<file path="config.mk">
export PLATFORM = sky130hd
export DESIGN_NAME = math_pipelined_alu
export DESIGN_NICKNAME = d
export VERILOG_FILES = /design/src/rtl/math_pipelined_pkg.sv /design/src/rtl/math_pipelined_chunk.sv /design/src/rtl/math_pipelined_alu.sv
export SDC_FILE = /design/constraint.sdc
export NUM_CORES = 1
export LEC_CHECK = 0
export CORE_MARGIN = 4
export CORE_UTILIZATION = 30
export DETAILED_ROUTE_END_ITERATION = 10
export PLACE_DENSITY = 0.58
export SYNTH_ARGS = -nofsm -noshare
export SYNTH_HDL_FRONTEND = slang
export SYNTH_SLANG_ARGS = --single-unit
export TNS_END_PERCENT = 100
</file>
<file path="constraint.sdc">
create_clock -name clk -period 2.5 [get_ports clk]
set_input_delay 0.5 -clock clk [delete_from_list [all_inputs] [get_ports clk]]
set_output_delay 0.5 -clock clk [all_outputs]
set_load 0.02 [all_outputs]
</file>
<file path="src/rtl/math_pipelined_pkg.sv">
// Shared definitions for the chunk-sliced pipelined ALU: op encodings and
// the width/latency arithmetic that sizes the chunk pipeline.
package math_pipelined_pkg;

  localparam logic [2:0] OP_ADD = 3'd0;
  localparam logic [2:0] OP_SUB = 3'd1;
  localparam logic [2:0] OP_AND = 3'd2;
  localparam logic [2:0] OP_OR  = 3'd3;
  localparam logic [2:0] OP_XOR = 3'd4;

  function automatic int f_AluWidth(int width, int latency);
    return (width + latency - 1) / latency;
  endfunction

  function automatic int f_ChunkCount(int width, int latency);
    int aw;
    aw = f_AluWidth(width, latency);
    return (width + aw - 1) / aw;
  endfunction

  // Only the top chunk can be narrower than the ALU slice width.
  function automatic int f_LastChunkSize(int width, int latency);
    return width - (f_ChunkCount(width, latency) - 1) * f_AluWidth(width, latency);
  endfunction

endpackage

</file>
<file path="src/rtl/math_pipelined_chunk.sv">
// Combinational CW-bit ALU slice; the top level registers everything around it.
module math_pipelined_chunk
  import math_pipelined_pkg::*;
#(
  parameter int CW = 1
) (
  input  logic [CW-1:0] a,
  input  logic [CW-1:0] b,
  input  logic          cin,
  input  logic [2:0]    op,
  output logic [CW-1:0] r,
  output logic          cout,
  output logic          zero
);

  logic [CW-1:0] b_eff;
  logic [CW:0]   sum;

  always_comb begin
    b_eff = (op == OP_SUB) ? ~b : b;
    sum   = {1'b0, a} + {1'b0, b_eff} + {{CW{1'b0}}, cin};
    r     = '0;
    cout  = 1'b0;
    case (op)
      OP_ADD, OP_SUB: begin
        r    = sum[CW-1:0];
        cout = sum[CW];
      end
      OP_AND:  r = a & b;
      OP_OR:   r = a | b;
      default: r = a ^ b;
    endcase
  end

  assign zero = (r == '0);

endmodule

</file>
<file path="src/rtl/math_pipelined_alu.sv">
// Pipelined ALU: one ALU_WIDTH chunk per stage, carry registered between stages,
// operands skewed in and result chunks carried forward so all bits exit aligned.
module math_pipelined_alu
  import math_pipelined_pkg::*;
#(
  parameter int WIDTH   = 8,
  parameter int LATENCY = 4
) (
  input  logic             clk,
  input  logic             rst,
  input  logic             ce,
  input  logic             i_valid,
  input  logic [2:0]       i_op,
  input  logic             i_cin,
  input  logic [WIDTH-1:0] I1,
  input  logic [WIDTH-1:0] I2,
  output logic             o_valid,
  output logic [WIDTH-1:0] o_result,
  output logic             o_cout,
  output logic             o_overflow,
  output logic             o_zero
);

  localparam int AW  = f_AluWidth(WIDTH, LATENCY);
  localparam int CC  = f_ChunkCount(WIDTH, LATENCY);
  localparam int LCS = f_LastChunkSize(WIDTH, LATENCY);

  logic             vld_q  [CC];
  logic             vld_d  [CC];
  logic [2:0]       op_q   [CC];
  logic [2:0]       op_d   [CC];
  logic             cy_q   [CC];
  logic             cy_d   [CC];
  logic             zero_q [CC];
  logic             zero_d [CC];
  logic [WIDTH-1:0] a_q    [CC];
  logic [WIDTH-1:0] a_d    [CC];
  logic [WIDTH-1:0] b_q    [CC];
  logic [WIDTH-1:0] b_d    [CC];
  logic [WIDTH-1:0] res_q  [CC];
  logic [WIDTH-1:0] res_d  [CC];
  logic             ovf_q;
  logic             ovf_d;

  logic             st_vld  [CC];
  logic [2:0]       st_op   [CC];
  logic             st_cin  [CC];
  logic             st_zero [CC];
  logic [WIDTH-1:0] st_a    [CC];
  logic [WIDTH-1:0] st_b    [CC];
  logic [WIDTH-1:0] st_res  [CC];

  logic [WIDTH-1:0] ch_r     [CC];
  logic             ch_cout  [CC];
  logic             ch_zero  [CC];

  // Stage 0 takes the ports directly; later stages take the previous stage's registers.
  always_comb begin : p_stage_in
    st_vld[0]  = i_valid;
    st_op[0]   = i_op;
    st_a[0]    = I1;
    st_b[0]    = I2;
    st_res[0]  = '0;
    st_zero[0] = 1'b1;
    case (i_op)
      OP_ADD:  st_cin[0] = i_cin;
      OP_SUB:  st_cin[0] = ~i_cin;
      default: st_cin[0] = 1'b0;
    endcase
    for (int k = 1; k < CC; k++) begin
      st_vld[k]  = vld_q[k-1];
      st_op[k]   = op_q[k-1];
      st_a[k]    = a_q[k-1];
      st_b[k]    = b_q[k-1];
      st_res[k]  = res_q[k-1];
      st_zero[k] = zero_q[k-1];
      st_cin[k]  = cy_q[k-1];
    end
  end

  for (genvar k = 0; k < CC; k++) begin : g_chunk
    localparam int CW = (k == CC - 1) ? LCS : AW;
    logic [CW-1:0] r;

    math_pipelined_chunk #(.CW(CW)) u_chunk (
      .a    (st_a[k][k*AW +: CW]),
      .b    (st_b[k][k*AW +: CW]),
      .cin  (st_cin[k]),
      .op   (st_op[k]),
      .r    (r),
      .cout (ch_cout[k]),
      .zero (ch_zero[k])
    );

    assign ch_r[k] = WIDTH'(r);
  end

  always_comb begin : p_stage_next
    for (int k = 0; k < CC; k++) begin
      vld_d[k]  = st_vld[k];
      op_d[k]   = st_op[k];
      a_d[k]    = st_a[k];
      b_d[k]    = st_b[k];
      res_d[k]  = st_res[k] | (ch_r[k] << (k * AW));
      cy_d[k]   = ch_cout[k];
      zero_d[k] = st_zero[k] & ch_zero[k];
    end
    // The final carry leaves as a borrow for SUB; bitwise chunks already report 0.
    if (st_op[CC-1] == OP_SUB)
      cy_d[CC-1] = ~ch_cout[CC-1];
    ovf_d = ((st_op[CC-1] == OP_ADD) || (st_op[CC-1] == OP_SUB))
            && (st_a[CC-1][WIDTH-1] == (st_b[CC-1][WIDTH-1] ^ (st_op[CC-1] == OP_SUB)))
            && (res_d[CC-1][WIDTH-1] != st_a[CC-1][WIDTH-1]);
  end

  always_ff @(posedge clk or posedge rst) begin
    if (rst) begin
      for (int k = 0; k < CC; k++) begin
        vld_q[k]  <= 1'b0;
        op_q[k]   <= '0;
        cy_q[k]   <= 1'b0;
        zero_q[k] <= 1'b0;
        a_q[k]    <= '0;
        b_q[k]    <= '0;
        res_q[k]  <= '0;
      end
      ovf_q <= 1'b0;
    end else if (ce) begin
      for (int k = 0; k < CC; k++) begin
        vld_q[k]  <= vld_d[k];
        op_q[k]   <= op_d[k];
        cy_q[k]   <= cy_d[k];
        zero_q[k] <= zero_d[k];
        a_q[k]    <= a_d[k];
        b_q[k]    <= b_d[k];
        res_q[k]  <= res_d[k];
      end
      ovf_q <= ovf_d;
    end
  end

  assign o_valid    = vld_q[CC-1];
  assign o_result   = res_q[CC-1];
  assign o_cout     = cy_q[CC-1];
  assign o_overflow = ovf_q;
  assign o_zero     = zero_q[CC-1];

endmodule

</file>
==> run_results.csv, run 1 <==
group,metric,value,unit
clock_tree,htreeDepth,3,
synthesis,synthFlopType,"dfrtp_1",
sta,timing.final.ws_setup,0.0859,ns
power_and_ir_drop,internal_power,2.24,mW
critical_path,crit_path_max_incr_delay,0.39,ns
global_route,grt_max_degree,54,
power_and_ir_drop,power.total,3.16,mW
global_route,first_global_vias,2275,
synthesis,syn-num-nets,325,
floorplan,ioPinCount,36,
critical_path,cp_data_required_time,2.72,ns
detailed_routing,drt-total-wl,6180,um
clock_tree,root_buffer,"clkbuf_8",
global_route,grt_pass1_wl,10600,um
place,dp_hpwl,4460,um
final_layout,final_cells,484,
power_and_ir_drop,swShare,29.2,%
detailed_routing,via_count,2160,
synthesis,ys_ff_latch,66,
run,cap_violations,0,
critical_path,cp_num_buf_inv,1,
synthesis,yosys.area.top_type,"dfrtp_1",
sta,finalSetupTns,0,ns
power_and_ir_drop,power_frac_clock,28.9,%
final_layout,final_layout_size_suffix_gt1_share,29.0,%
synthesis,yosys.cell_types.count,28,
clock_tree,cts-buffers-inserted,9,
power_and_ir_drop,comb_power_share,28.1,%
floorplan,die_y,112,um
final_layout,finalCoreUtilization,40.6,%
synthesis,syn_inst,276,
clock_tree,holdBufCountCts,0,
synthesis,synth-warning-count,0,
final_layout,final_nets,392,
synthesis,synth_most_common_cell,"dfrtp_1",
power_and_ir_drop,sequentialPowerShare,43.0,%
critical_path,cp_max_fo,2,
critical_path,cp-start-kind,"flop",
synthesis,ys_seq_area_share,50.9,%
place,placed_cell_area,3950,um^2
critical_path,cp-end-kind,"flop",
global_route,track_usage,10.4,%
power_and_ir_drop,peakVddDrop,0.331,mV
critical_path,crit_slowest_cell,"dfrtp_1",
final_layout,antenna_cells,0,
run_status,status,"finished clean",
detailed_routing,drt_pre_antenna_iters,7,
global_route,grt_antenna_before_repair,0,
power_and_ir_drop,p_per_area,747,nW/um^2
sta,period_minus_slack,2.41,ns
floorplan,die-area,12500,um^2
synthesis,syn_area,3250,um^2
critical_path,path_class,"flop to flop",
sta,relSlewSlack,63.0,%
sta,tightest_slew,0.555,ns
power_and_ir_drop,power_leakage,1.92,nW
clock_tree,clockBufferDepth,2,
synthesis,netlist_top_cells_count,"dfrtp_1 (66), mux2_2 (40), inv_1 (32)",
sta,timing.hold.ws,0.474,ns
synthesis,yosysTopAreaCellShare,50.9,%
sta,hold_violations,0,
final_layout,fillers,1028,
clock_tree,clk_pin_slew,0.08,ns
detailed_routing,ant_nets,0,
clock_tree,insertion_delay,0.34,ns
sta,skew,0.00976,ns
global_route,grt-ovfl-total,0,
power_and_ir_drop,switchingPower,0.923,mW
floorplan,fp-row-count,37,
synthesis,async_flop_share,100,%
synthesis,synthTopCellsByArea,"dfrtp_1 (51%), mux2_2 (14%), ha_1 (6.6%), fa_1 (4.9%), inv_1 (3.7%)",
place,place_ws,-0.412,ns
detailed_routing,drtIter0Drc,62,
place,dpl.cell_count,465,
place,port_buffers,35,
clock_tree,cts_tree,"done",
sta,report.final.slew_viol_count,0,
floorplan,core,10400,um^2
clock_tree,clock_sinks,66,
worst_hold_path,hold_path_class,"flop to flop",
detailed_routing,drc,0,
sta,setup_viol,0,
place,gp_congestion,0.767,
sta,fmax,0.414,GHz
final_layout,area.growth.synth_to_final,30.5,%
synthesis,synth-edff-count,0,
synthesis,postSynthAreaPerCell,11.8,um^2
critical_path,worstPathArrival,2.63,ns
final_layout,final_area,4230,um^2
detailed_routing,vias_per_cell,4.46,
sta,fin_crit_sh,96.6,%
critical_path,cp_top_family,"adder cells",
detailed_routing,routedWlPerCell,12.8,um
floorplan,die_x,112,um
floorplan,start_util,31.2,%
critical_path,crit_chain,"nor2_2, nand2_2, xnor2_1, fa_2, inv_2, fa_1, nor3b_1, a221o_1, mux2_4",
per-layer routing:
metal	wire, um	global-route usage [%]	share of wire (%)	vias to the layer above
met1	3050	13.2	49	1070
met4	85	4.89	1.4	0
met3	202	2.80	3.3	5
li1	-	-	-	1059
met2	2850	16.5	46	26
met5	0	0	0	-
sequential cells by signal, indices dropped and copies added (netlist names):
signal and cells:
a_d 12, b_d 12, res_q 12, op_d 9, o_result 8, cy_q 3
st_vld 3, st_zero 3, o_cout 1, o_overflow 1, o_valid 1, o_zero 1
timing repair:
item	4_1_cts	5_1_grt
endpoints found under the setup margin	3	6
buffers inserted	0	3
gates resized for setup	3	16
gates cloned	0	0
pin swaps	1	6
final cells by class:
cell class / instances / area, um^2 / area share, %
clock inverter: 5 / 52.6 / 1.24
timing repair buffer: 65 / 603 / 14.2
inverter: 33 / 124 / 2.93
tap: 136 / 170 / 4.02
sequential: 66 / 1650 / 39.0
clock buffer: 11 / 151 / 3.58
multi-input combinational: 168 / 1480 / 35.0
cell families after synthesis:
logic type / Yosys count / share of synthesized area, %
XOR/XNOR: 11 / 2.97
buffers and inverters: 42 / 5.17
AO/OA/AOI/OAI: 39 / 7.94
adder cells (fa/ha/maj): 25 / 11.5
multiplexers: 43 / 14.8
AND/OR/NAND/NOR: 50 / 6.75
flip-flops: 66 / 50.9
final timing paths:
| check | cells past startpoint | slack, ns | endpoint | start |
|---|---|---|---|---|
| setup / recovery | 9 | 0.09 | res_q[19] | op_d[8] |
| min in group asynchronous | 2 | 0.51 | b_d[7] | rst |
| hold reg to reg | 2 | 0.47 | b_d[7] | b_d[15] |
| max in group asynchronous | 3 | 1.43 | b_d[12] | rst |
| hold / removal | 2 | 0.47 | b_d[7] | b_d[15] |
| setup reg to reg | 9 | 0.09 | res_q[19] | op_d[8] |
cell usage in the layout (no fill, tap or decap), drive strengths merged, types with 4 or more instances in the layout:
master / netlist / final
inv: 32 / 32
fa: 8 / 8
ha: 17 / 17
clkinv: 1 / 4
dfrtp: 66 / 66
nand3: 4 / 4
clkdlybuf4s50: 0 / 31
mux2: 40 / 40
o21ai: 21 / 21
buf: 8 / 31
xnor2: 10 / 10
nor2b: 5 / 5
nor2: 9 / 9
clkbuf: 1 / 11
nand2: 27 / 27
power by group through the flow:
stage	clock network, mW	logic [mW]	registers, mW
2_1_floorplan	0	0.433	1.44
3_3_place_gp	0	0.844	1.38
3_5_place_dp	0	0.866	1.38
4_1_cts	0.943	0.881	1.36
5_1_grt	0.996	0.991	1.39
6_report	0.914	0.889	1.36
worst reg2reg max path: stages, from the launching register on:
cell and delay [ns]:
dfrtp_1 0.39, nor2_2 0.15, nand2_2 0.09, xnor2_1 0.14, fa_2 0.34, inv_2 0.07, fa_1 0.39, nor3b_1 0.15
a221o_1 0.32, mux2_4 0.27
No activity file was read; power rests on OpenSTA's default activity.
==> inputs of run 2 (changes only) <==
--- a/config.mk
+++ b/config.mk
@@ -5,10 +5,13 @@
 export SDC_FILE = /design/constraint.sdc
 export NUM_CORES = 1
 export LEC_CHECK = 0
+export CAP_MARGIN = 20
 export CORE_MARGIN = 4
 export CORE_UTILIZATION = 30
 export DETAILED_ROUTE_END_ITERATION = 10
 export PLACE_DENSITY = 0.58
+export SKIP_CTS_REPAIR_TIMING = 1
+export SLEW_MARGIN = 20
 export SYNTH_ARGS = -nofsm -noshare
 export SYNTH_HDL_FRONTEND = slang
 export SYNTH_SLANG_ARGS = --single-unit
==> run 2 against run 1 <==
Die area is the same. Largest cell class unchanged. Critical path depth unchanged. Global-route usage is essentially flat. Critical path type unchanged.
==> run_results.csv, run 2 (synthesized netlist as in run 1, its figures left out) <==
group,metric,value,unit
run_status,status,"finished clean",
detailed_routing,via_count,2164,
final_layout,mostFrequentLayoutCell,"dfrtp_1",
clock_tree,clock_sinks,66,
sta,setup_viol,0,
detailed_routing,drc,0,
critical_path,cp_top_family,"adder cells",
power_and_ir_drop,p_per_area,751,nW/um^2
critical_path,cp.depth,9,
sta,timing.final.ws_setup,0.0808,ns
sta,rsz0062_at_grt,"true",
place,gp_congestion,0.767,
global_route,grt_pass1_wl,10500,um
critical_path,cp_max_fo,2,
power_and_ir_drop,sequentialPowerShare,43.1,%
floorplan,fp-row-count,37,
sta,hold_violations,0,
power_and_ir_drop,power_leakage,1.88,nW
power_and_ir_drop,comb_power_share,28.0,%
final_layout,final_area,4210,um^2
place,placed_cell_area,3950,um^2
global_route,grt_antenna_before_repair,0,
power_and_ir_drop,power_frac_clock,28.9,%
sta,relSlewSlack,63.5,%
power_and_ir_drop,internal_power,2.24,mW
critical_path,crit_chain,"nor2_2, nand2_2, xnor2_1, fa_2, inv_2, fa_1, nor3b_1, a221o_1, mux2_4",
critical_path,crit_end,"res_q[19]",
global_route,grt-ovfl-total,0,
clock_tree,cts-buffers-inserted,9,
power_and_ir_drop,peakVddDrop,0.332,mV
critical_path,path_class,"flop to flop",
power_and_ir_drop,swShare,29.2,%
clock_tree,root_buffer,"clkbuf_8",
sta,skew,0.00857,ns
floorplan,core,10400,um^2
place,dpl.cell_count,465,
detailed_routing,drtIter0Drc,66,
place,dp_hpwl,4460,um
sta,tightest_slew,0.547,ns
sta,fin_crit_sh,96.8,%
final_layout,layout_common_cells,"dfrtp_1 (66), mux2_2 (39), clkdlybuf4s50_1 (34)",
floorplan,ioPinCount,36,
detailed_routing,drt-total-wl,6180,um
critical_path,cp_data_required_time,2.72,ns
clock_tree,htreeDepth,3,
global_route,first_global_vias,2270,
sta,report.final.slew_viol_count,0,
critical_path,crit_slowest_cell,"dfrtp_1",
sta,fmax,0.413,GHz
detailed_routing,ant_nets,0,
critical_path,crit_path_max_incr_delay,0.39,ns
detailed_routing,drt_pre_antenna_iters,4,
critical_path,worstPathArrival,2.63,ns
floorplan,die-area,12500,um^2
sta,period_minus_slack,2.42,ns
critical_path,cp-end-kind,"flop",
floorplan,die_x,112,um
detailed_routing,vias_per_cell,4.48,
floorplan,die_y,112,um
place,port_buffers,35,
global_route,grt_max_degree,54,
clock_tree,insertion_delay,0.34,ns
critical_path,regToRegStartpoint,"op_d[8]",
final_layout,area.growth.synth_to_final,29.7,%
place,place_ws,-0.412,ns
clock_tree,clk_pin_slew,0.08,ns
global_route,track_usage,10.3,%
final_layout,final_layout_size_suffix_gt1_share,28.2,%
critical_path,cp-start-kind,"flop",
clock_tree,clockBufferDepth,2,
final_layout,final_cells,483,
detailed_routing,routedWlPerCell,12.8,um
critical_path,cp_num_buf_inv,1,
worst_hold_path,hold_path_class,"flop to flop",
critical_path,ff2ff_path_depth,9,
final_layout,antenna_cells,0,
clock_tree,cts_tree,"done",
critical_path,rr_endpoint,"res_q[19]",
run,cap_violations,0,
critical_path,r2r_setup_slack,0.08,ns
final_layout,final_nets,391,
critical_path,startpoint,"op_d[8]",
power_and_ir_drop,switchingPower,0.922,mW
floorplan,start_util,31.2,%
## run 2: worst min path at each step
stage	from	to	slack, ns	cells after the start
3_5_place_dp	res_q[24]	res_q[24]	0.47	1
4_1_cts	a_d[15]	a_d[7]	0.49	2
6_report	b_d[15]	b_d[7]	0.47	2
3_3_place_gp	res_q[24]	res_q[24]	0.46	1
2_1_floorplan	res_q[24]	res_q[24]	0.45	1
5_1_grt	b_d[14]	b_d[6]	0.50	2
## run 2: worst reg2reg max path: stages, from the launching register on
cell and delay [ns]:
dfrtp_1 0.39, nor2_2 0.15, nand2_2 0.08, xnor2_1 0.14, fa_2 0.34, inv_2 0.07, fa_1 0.39, nor3b_1 0.15
a221o_1 0.32, mux2_4 0.27
## run 2: metal layers
layer	global-route usage [%]	routed length [um]
met4	4.89	85
met5	0	0
met2	16.5	2850
met3	2.80	213
met1	13.0	3030
## run 2: cell type report
cell class,count,area (um^2)
clock buffer,11,151
inverter,33,124
sequential,66,1650
timing repair buffer,64,588
tap,136,170
fill,1031,6210
clock inverter,5,52.6
multi-input combinational,168,1470
## run 2: power by group through the flow
stage,clock network [mW],logic [mW],registers [mW]
global route,0.998,0.987,1.39
CTS,0.943,0.874,1.36
finish,0.913,0.887,1.36
detailed placement,0,0.866,1.38
floorplan,0,0.433,1.44
global placement,0,0.844,1.38
## run 2: stage by stage
stage	total power, mW	hold WS, ns	setup TNS (ns)	utilization [%]
2_1_floorplan	1.88	0.446	0	-
3_3_place_gp	2.22	0.461	-0.552	37.9
3_5_place_dp	2.25	0.468	-0.791	37.9
4_1_cts	3.18	0.487	-0.0552	39.8
5_1_grt	3.37	0.500	-0.0459	40.4
6_report	3.16	0.473	0	40.4
